### config.mk
export PLATFORM = sky130hd
export DESIGN_NAME = mul_div_unit
export DESIGN_NICKNAME = d
export VERILOG_FILES = /design/src/rtl/mul_div_unit.sv
export SDC_FILE = /design/constraint.sdc
export NUM_CORES = 2
export LEC_CHECK = 0
export ABC_AREA = 1
export CAP_MARGIN = 25
export CORE_MARGIN = 2
export CORE_UTILIZATION = 40
export CTS_CLUSTER_SIZE = 12
export DETAILED_ROUTE_END_ITERATION = 7
export PLACE_DENSITY = 0.63
export REMOVE_ABC_BUFFERS = 1
export SYNTH_ARGS = -nofsm -noshare
export SYNTH_HDL_FRONTEND = slang
export SYNTH_SLANG_ARGS = --single-unit
### constraint.sdc
create_clock -name clk -period 12.6 [get_ports clk]
set_input_delay 1.89 -clock clk [delete_from_list [all_inputs] [get_ports clk]]
set_output_delay 1.89 -clock clk [all_outputs]
set_load 0.02 [all_outputs]
### src/rtl/mul_div_unit.sv
// Iterative RV64M multiply/divide unit: one shift-add or restoring-divide step per cycle,
// with divide-by-zero, signed-overflow and reserved-op results resolved at accept time.
module mul_div_unit #(
    parameter int XLEN  = 64,
    parameter int ITERS = 64
) (
    input  logic            clk,
    input  logic            reset,
    input  logic            flush,
    input  logic            in_valid,
    output logic            in_ready,
    input  logic [3:0]      op,
    input  logic [XLEN-1:0] a,
    input  logic [XLEN-1:0] b,
    output logic            out_valid,
    input  logic            out_ready,
    output logic [XLEN-1:0] c
);

    localparam logic [3:0] OP_MUL   = 4'd0;
    localparam logic [3:0] OP_MULW  = 4'd1;
    localparam logic [3:0] OP_DIV   = 4'd2;
    localparam logic [3:0] OP_DIVU  = 4'd3;
    localparam logic [3:0] OP_REM   = 4'd4;
    localparam logic [3:0] OP_REMU  = 4'd5;
    localparam logic [3:0] OP_DIVW  = 4'd6;
    localparam logic [3:0] OP_DIVUW = 4'd7;
    localparam logic [3:0] OP_REMW  = 4'd8;
    localparam logic [3:0] OP_REMUW = 4'd9;

    localparam int CW = $clog2(ITERS) + 1;

    typedef enum logic [1:0] {IDLE, BUSY, DONE} state_t;

    function automatic logic [XLEN-1:0] sext32(input logic [31:0] v);
        return {{(XLEN-32){v[31]}}, v};
    endfunction

    function automatic logic [XLEN-1:0] zext32(input logic [31:0] v);
        return {{(XLEN-32){1'b0}}, v};
    endfunction

    function automatic logic [XLEN-1:0] wfix(input logic w, input logic [XLEN-1:0] v);
        return w ? sext32(v[31:0]) : v;
    endfunction

    localparam logic [XLEN-1:0] X_MIN = {1'b1, {(XLEN-1){1'b0}}};
    localparam logic [XLEN-1:0] W_MIN = {{(XLEN-31){1'b1}}, 31'b0};

    state_t state, state_n;

    logic [CW-1:0]   cnt;
    logic [XLEN-1:0] x, y, acc;
    logic            mul_r, w_r, rem_r, sign_q, sign_r;

    // request decode and operand preparation
    logic            is_mul, is_w, is_wu, is_sdiv, is_rem, is_rsvd;
    logic [XLEN-1:0] pa, pb, ma, mb, fast_res;
    logic            sa, sb, div_zero, div_ovf, fast;

    always_comb begin
        is_mul  = (op == OP_MUL) || (op == OP_MULW);
        is_w    = op inside {OP_MULW, OP_DIVW, OP_DIVUW, OP_REMW, OP_REMUW};
        is_wu   = op inside {OP_DIVUW, OP_REMUW};
        is_sdiv = op inside {OP_DIV, OP_REM, OP_DIVW, OP_REMW};
        is_rem  = op inside {OP_REM, OP_REMU, OP_REMW, OP_REMUW};
        is_rsvd = op > OP_REMUW;

        pa = a;
        pb = b;
        if (is_w) begin
            pa = is_wu ? zext32(a[31:0]) : sext32(a[31:0]);
            pb = is_wu ? zext32(b[31:0]) : sext32(b[31:0]);
        end

        sa = is_sdiv & pa[XLEN-1];
        sb = is_sdiv & pb[XLEN-1];
        ma = sa ? -pa : pa;
        mb = sb ? -pb : pb;

        div_zero = !is_mul && !is_rsvd && (pb == '0);
        div_ovf  = is_sdiv && (pb == '1) && (pa == (is_w ? W_MIN : X_MIN));
        fast     = is_rsvd | div_zero | div_ovf;

        fast_res = '0;
        if (div_zero)
            fast_res = is_rem ? pa : '1;
        else if (div_ovf)
            fast_res = is_rem ? '0 : pa;
        fast_res = wfix(is_w, fast_res);
    end

    // one iteration step; for divide x holds the divisor and y shifts dividend out / quotient in
    logic [XLEN-1:0] x_n, y_n, acc_n, q_fin, r_fin, res;
    logic [XLEN:0]   rem_sh, diff;
    logic            last;

    always_comb begin
        rem_sh = {acc, y[XLEN-1]};
        diff   = rem_sh - {1'b0, x};
        if (mul_r) begin
            acc_n = acc + (y[0] ? x : '0);
            x_n   = x << 1;
            y_n   = y >> 1;
        end else begin
            acc_n = diff[XLEN] ? rem_sh[XLEN-1:0] : diff[XLEN-1:0];
            x_n   = x;
            y_n   = {y[XLEN-2:0], ~diff[XLEN]};
        end
        q_fin = sign_q ? -y_n : y_n;
        r_fin = sign_r ? -acc_n : acc_n;
        res   = wfix(w_r, mul_r ? acc_n : (rem_r ? r_fin : q_fin));
        last  = (cnt == CW'(ITERS - 1));
    end

    always_ff @(posedge clk or posedge reset) begin
        if (reset)
            state <= IDLE;
        else
            state <= state_n;
    end

    always_comb begin
        state_n = state;
        case (state)
            IDLE: if (in_valid) state_n = fast ? DONE : BUSY;
            BUSY: if (last) state_n = DONE;
            DONE: if (out_ready) state_n = IDLE;
            default: state_n = IDLE;
        endcase
        if (flush)
            state_n = IDLE;
    end

    assign in_ready = (state == IDLE);

    always_ff @(posedge clk or posedge reset) begin
        if (reset) begin
            out_valid <= 1'b0;
            c         <= '0;
            cnt       <= '0;
            x         <= '0;
            y         <= '0;
            acc       <= '0;
            mul_r     <= 1'b0;
            w_r       <= 1'b0;
            rem_r     <= 1'b0;
            sign_q    <= 1'b0;
            sign_r    <= 1'b0;
        end else begin
            out_valid <= (state_n == DONE);
            case (state)
                IDLE: begin
                    if (in_valid && !flush) begin
                        mul_r  <= is_mul;
                        w_r    <= is_w;
                        rem_r  <= is_rem;
                        sign_q <= sa ^ sb;
                        sign_r <= sa;
                        acc    <= '0;
                        cnt    <= '0;
                        x      <= is_mul ? pa : mb;
                        y      <= is_mul ? pb : ma;
                        if (fast)
                            c <= fast_res;
                    end
                end
                BUSY: begin
                    if (!flush) begin
                        x   <= x_n;
                        y   <= y_n;
                        acc <= acc_n;
                        cnt <= cnt + CW'(1);
                        if (last)
                            c <= res;
                    end
                end
                default: ;
            endcase
        end
    end

endmodule

# Word-level counts from Yosys, hierarchy flattened
# Index checks and enable logic that the tools add are counted.
# word_totals
output_inout_bits	66
regBits	271
elab_cells	113
input_bits	137
# classes
order_cmp	1
n_reduce_logical	21
n_addsub	7
eq_ne	19
bitwise_logic	6
n_mux	47
# ops
cell	n
$mux W64	33
$pmux W64 S2	4
$neg A64 Y64	4
$sub A65 B64 Y65	1
$add A64 B64 Y64	1
$eq A64 B64 Y1	1
$eq A64 B64 Y1 const B	1
$logic_not A64 Y1	1
$mux W63	1
$eq A4 B3 Y1 const B	4
$mux W7	2
$pmux W7 S2	1
$mux W2	5
$eq A4 B4 Y1 const B	2
$reduce_bool A4 Y1	2
$add A7 B1 Y7 const B	1
$eq A7 B6 Y1 const B	1
$ne A2 B2 Y1 const B	3
$pmux W2 S3	1
$logic_and A1 B1 Y1	5
$reduce_and A5 Y1	1
$reduce_bool A5 Y1	1
$eq A2 B2 Y1 const B	2
$eq A4 B1 Y1 const B	1
16 further kinds	22

# Depth between registers and ports, before layout
# depth
depth_word	13
mapped_depth	41

# Worst setup path before layout
# No wires, ideal clock.
# synth_path
path_type	input -> register
from	in b[0]
to	reg c[35]
n_path_buf	1
stages	19
setup_slack_ns	7.884
t_arrival_ns	4.651
setup_time_ns	0.065
path_cell_list	inv_1 ha_1 nand4_1 nor4_1 nand2_1 inv_1 nand2_1 nor3_1 nand4_1 nor2_1 inv_1 nor2_1 nand3_1 nor4_4 clkbuf_1 o21ai_0 a31oi_1 nand2_1 nand2_1
# synth_between
elab_chain_cells	11
# synth_lines
element	line	source
from (decl)	14	input logic [XLEN-1:0] b,
$mux W64	73	pb = is_wu ? zext32(b[31:0]) : sext32(b[31:0]);
$mux W64 *	71	if (is_w) begin
$eq A64 B64 Y1	82	div_ovf = is_sdiv && (pb == '1) && (pa == (is_w ? W_MIN : X_MIN));
$logic_and A1 B1 Y1 (2 in series)	82	
$mux W64	88	else if (div_ovf)
$mux W64	86	if (div_zero)
$mux W64	44	return w ? sext32(v[31:0]) : v;
$mux W64	164	if (fast)
$mux W64	154	if (in_valid && !flush) begin
$pmux W64 S2	152	case (state)
to (signal assigned)	165	c <= fast_res;
to (signal assigned)	175	c <= res;
to (decl)	17	output logic [XLEN-1:0] c
# Mark *: on every way between the ends. The rest lies on a longest branch, timed or not. The select of a mux whose other input is x is not followed.
# A chain may end at the register's enable or synchronous reset.

# Final worst setup path
# layout_path
from	reg y[63]
to	reg c[60]
# layout_between
elab_chain_cells	11
# layout_lines
element	line	source
from (decl)	53	logic [XLEN-1:0] x, y, acc;
from (signal assigned)	163	y <= is_mul ? pb : ma;
from (signal assigned)	171	y <= y_n;
$sub A65 B64 Y65	100	diff = rem_sh - {1'b0, x};
$mux W64 / $not A1 Y1 (equally long branches)	106, 108	
$mux W64	101	if (mul_r) begin
$neg A64 Y64 (on tied branches)	111, 110	
$mux W64 (on tied branches)	111, 110	
$mux W64	112	res = wfix(w_r, mul_r ? acc_n : (rem_r ? r_fin : q_fin));
$mux W64 *	112	
$mux W64 *	44	
$mux W64 *	174	if (last)
$mux W64 *	169	if (!flush) begin
$pmux W64 S2 *	152	
# Marks and branches as above.

==> flow_summary_export.csv <==
group,metric,value,unit
power,total_power,10220,uW
cts,cts_buffers,38,
sta,final_max_slew_viol_count,0,
power,power_switching,6221,uW
cts,post_cts_buffers,0,
cts,cts.clk_slew.worst_paths,0.07,ns
floorplanning,pin_count,203,
power,pwr-share-clk,0.119,
placement,placed_cell_area,39600,sq um
power,power_density,249.0,nW/um^2
finish,area_growth,11.44,%
floorplanning,initial_core_util,0.4029,
floorplanning,rows,111,
yosys,yosysMostFrequentCell,"nand2_1",
finish,utilization,0.4490,
yosys,synth-edff-count,0,
setup_path,crit_path_top_delay_cell,"o21ai_0",
cts,htree_num_levels,2,
yosys,synth_seq_cells,271,
power,p_seq_frac,0.145,
min_path,hp-class,"flop to flop",
placement,dp.final_hpwl,153900,microns
routing,drt_first_pass_iters,6,
run,drv_cap,0,
yosys,ys_warn_count,0,
setup_path,arrival,7.82,ns
floorplanning,die_x,307.4,microns
cts,clock_sinks,271,
yosys,syn_area,36820,sq um
cts,cts_hold_buf,0,
sta,rsz0062_at_grt,"false",
yosys,async_reset_ff_frac,1.000,
placement,placedCellCount,7910,
setup_path,critPathCaptureType,"flop",
routing,dr_total_vias,46110,
routing,drt-total-wl,190500,microns
yosys,yosys.area.top_type_share,0.1955,
cts,cts_tree,"done",
global_route,antenna_found_initial,8,
yosys,syn_area_per_cell,5.480,sq um
placement,routabilityCongestion,1.073,
finish,final_area,41030,sq um
yosys,synth_largest_area_cell,"nand2_1",
sta,clock.fmax,136.2,MHz
sta,period_needed,7.341,ns
sta,skew,0.02188,ns
floorplanning,die-area,94500,sq um
cts,clk_latency,0.58,ns
floorplanning,core,91390,sq um
sta,setup_viol,0,
placement,io_buffers,202,
sta,timing_hold_violations_final,0,
finish,stdcell_count,7988,
yosys,ys.flop_type,"dfrtp_1",
setup_path,worst_path_most_repeated_cell,"nand2_1",
routing,antenna_left,0,
cts,cts_resized,0,
cts,cts_buffer_depth,3,
finish,drive_above_1_share,0.04146,
finish,final_nets,7044,
routing,first_iter_violations,6209,
power,swShare,0.6088,
yosys,synth_cells,6719,
yosys,synth_commonest_cells,"nand2_1 (1918), inv_1 (1105), nor2_1 (745), o21ai_0 (647), a21oi_1 (442)",
setup_path,start_kind,"flop",
setup_path,critPathMaxFanout,21,
yosys,synth-seq-area-share,0.1842,
global_route,grt_overflow,0,
global_route,grt_pass1_vias,42040,
yosys,synth.distinct_cells,68,
sta,final.setup.tns,0,ns
floorplanning,die_y,307.4,microns
setup_path,crit_path_max_incr_delay,0.81,ns
outcome,status,"finished, final reports clean",
power,vdd_drop_max,149.2,uV
power,p_comb_frac,0.736,
sta,worst_pin_slew,1.216,ns
routing,vias_per_cell,5.773,
global_route,grt_pass1_wl,275300,microns
global_route,grt_usage,0.3908,
global_route,grt_max_degree,107,
setup_path,critPathKind,"flop to flop",
power,p_int,3998,uW
power,leakage,0.02095,uW
routing,route.detailed.drc,0,
sta,finalCritPeriodShare,0.5826,
yosys,synth.area.top_cells,"nand2_1 (20%), dfrtp_1 (18%), inv_1 (11%)",
cts,clock-root-buffer,"clkbuf_16",
routing,wire_per_inst,23.85,microns
sta,slew_headroom,0.1808,
setup_path,cp_data_required_time,13.08,ns
## layout make-up
class	count	area, sq um
Sequential cell	271	6789
Clock inverter	19	297.8
Fill cell	10300	50350
Timing Repair Buffer	266	2562
Tap cell	1186	1484
Antenna cell	1	2.502
Clock buffer	50	1057
Multi-Input combinational cell	5071	24610
Inverter	1124	4234
## power by group through the flow
stage	logic (uW)	registers [uW]	clock network (uW)
after floorplan	4720	1440	0
after global placement	7220	1470	0
after detailed placement	7220	1470	0
after CTS	7270	1460	1220
after global routing	8210	1500	1250
final	7520	1490	1210
## worst max-delay path, delay by kind of cell (launching register included)
family          cells  cell delay [ns]
fa+ha+maj           3             0.92
compound gates      4             1.25
simple gates       27             3.84
buf+inv             6             0.62
flops               1             0.58
## routing by layer
layer  track usage  vias up  part of all wire
met5             0        -           0.00014
met4        0.1590        4             0.047
met3       0.08595      351              0.11
met2        0.5736     2638              0.41
met1        0.5508    21340              0.43
li1              -    21780                 -
## state kept, by name, summed over array words and instances (netlist names)
| register | cells |
|---|---|
| acc | 64 |
| y | 64 |
| sign_r | 1 |
| mul_r | 1 |
| c | 64 |
| rem_r | 1 |
| sign_q | 1 |
| out_valid | 1 |
| x | 64 |
| w_r | 1 |
| state | 2 |
| cnt | 7 |
## stage by stage
step | hold WS, ns | worst slack, ns
2_1_floorplan | 0.4681 | -3.154
3_3_place_gp | 0.4678 | 5.098
3_5_place_dp | 0.4648 | 5.277
4_1_cts | 0.4868 | 5.359
5_1_grt | 0.4923 | 4.504
6_report | 0.4839 | 5.259
## final timing paths
kind	slack [ns]	cells past startpoint	startpoint	to
max	5.26	40	y[63]	c[60]
min	0.48	2	c[61]	c[61]
max reg2reg	5.26	40	y[63]	c[60]
min reg2reg	0.48	2	c[61]	c[61]
max in group asynchronous	9.28	3	reset	acc[57]
min in group asynchronous	1.83	2	reset	y[13]
## logic make-up (layout without fill, tap and decap cells)
logic type	count (synthesis)	after routing	share of synthesized area
other	0	1	0
adders and majority gates	135	135	0.04628
buffers and inverters	1377	1459	0.1493
xor gates and xnor gates	65	65	0.01546
AOI/OAI and AO/OA	1413	1413	0.2106
DFF	271	271	0.1842
and+or+nand+nor	3458	3458	0.3942
## cells in the final DEF, fill, tap and decap left out, types with 15 or more instances in the layout
cell and n:
inv_1 1101, a31oi_1 43, o211ai_1 70, nand3b_1 25, nor4_1 40, nor2_1 739, xor2_1 35, nand3_1 406
nand4_1 81, a21oi_1 442, clkdlybuf4s50_1 202, nand2_1 1913, nor2_2 28, clkbuf_16 39, o22ai_1 91, dfrtp_1 267
buf_4 54, o221ai_1 34, nand2_2 62, o21ai_1 15, ha_1 133, xnor2_1 30, o21ai_0 647, inv_2 15
o21bai_1 25, nor3_1 112
Note: power is estimated with default switching activity, not from simulation.
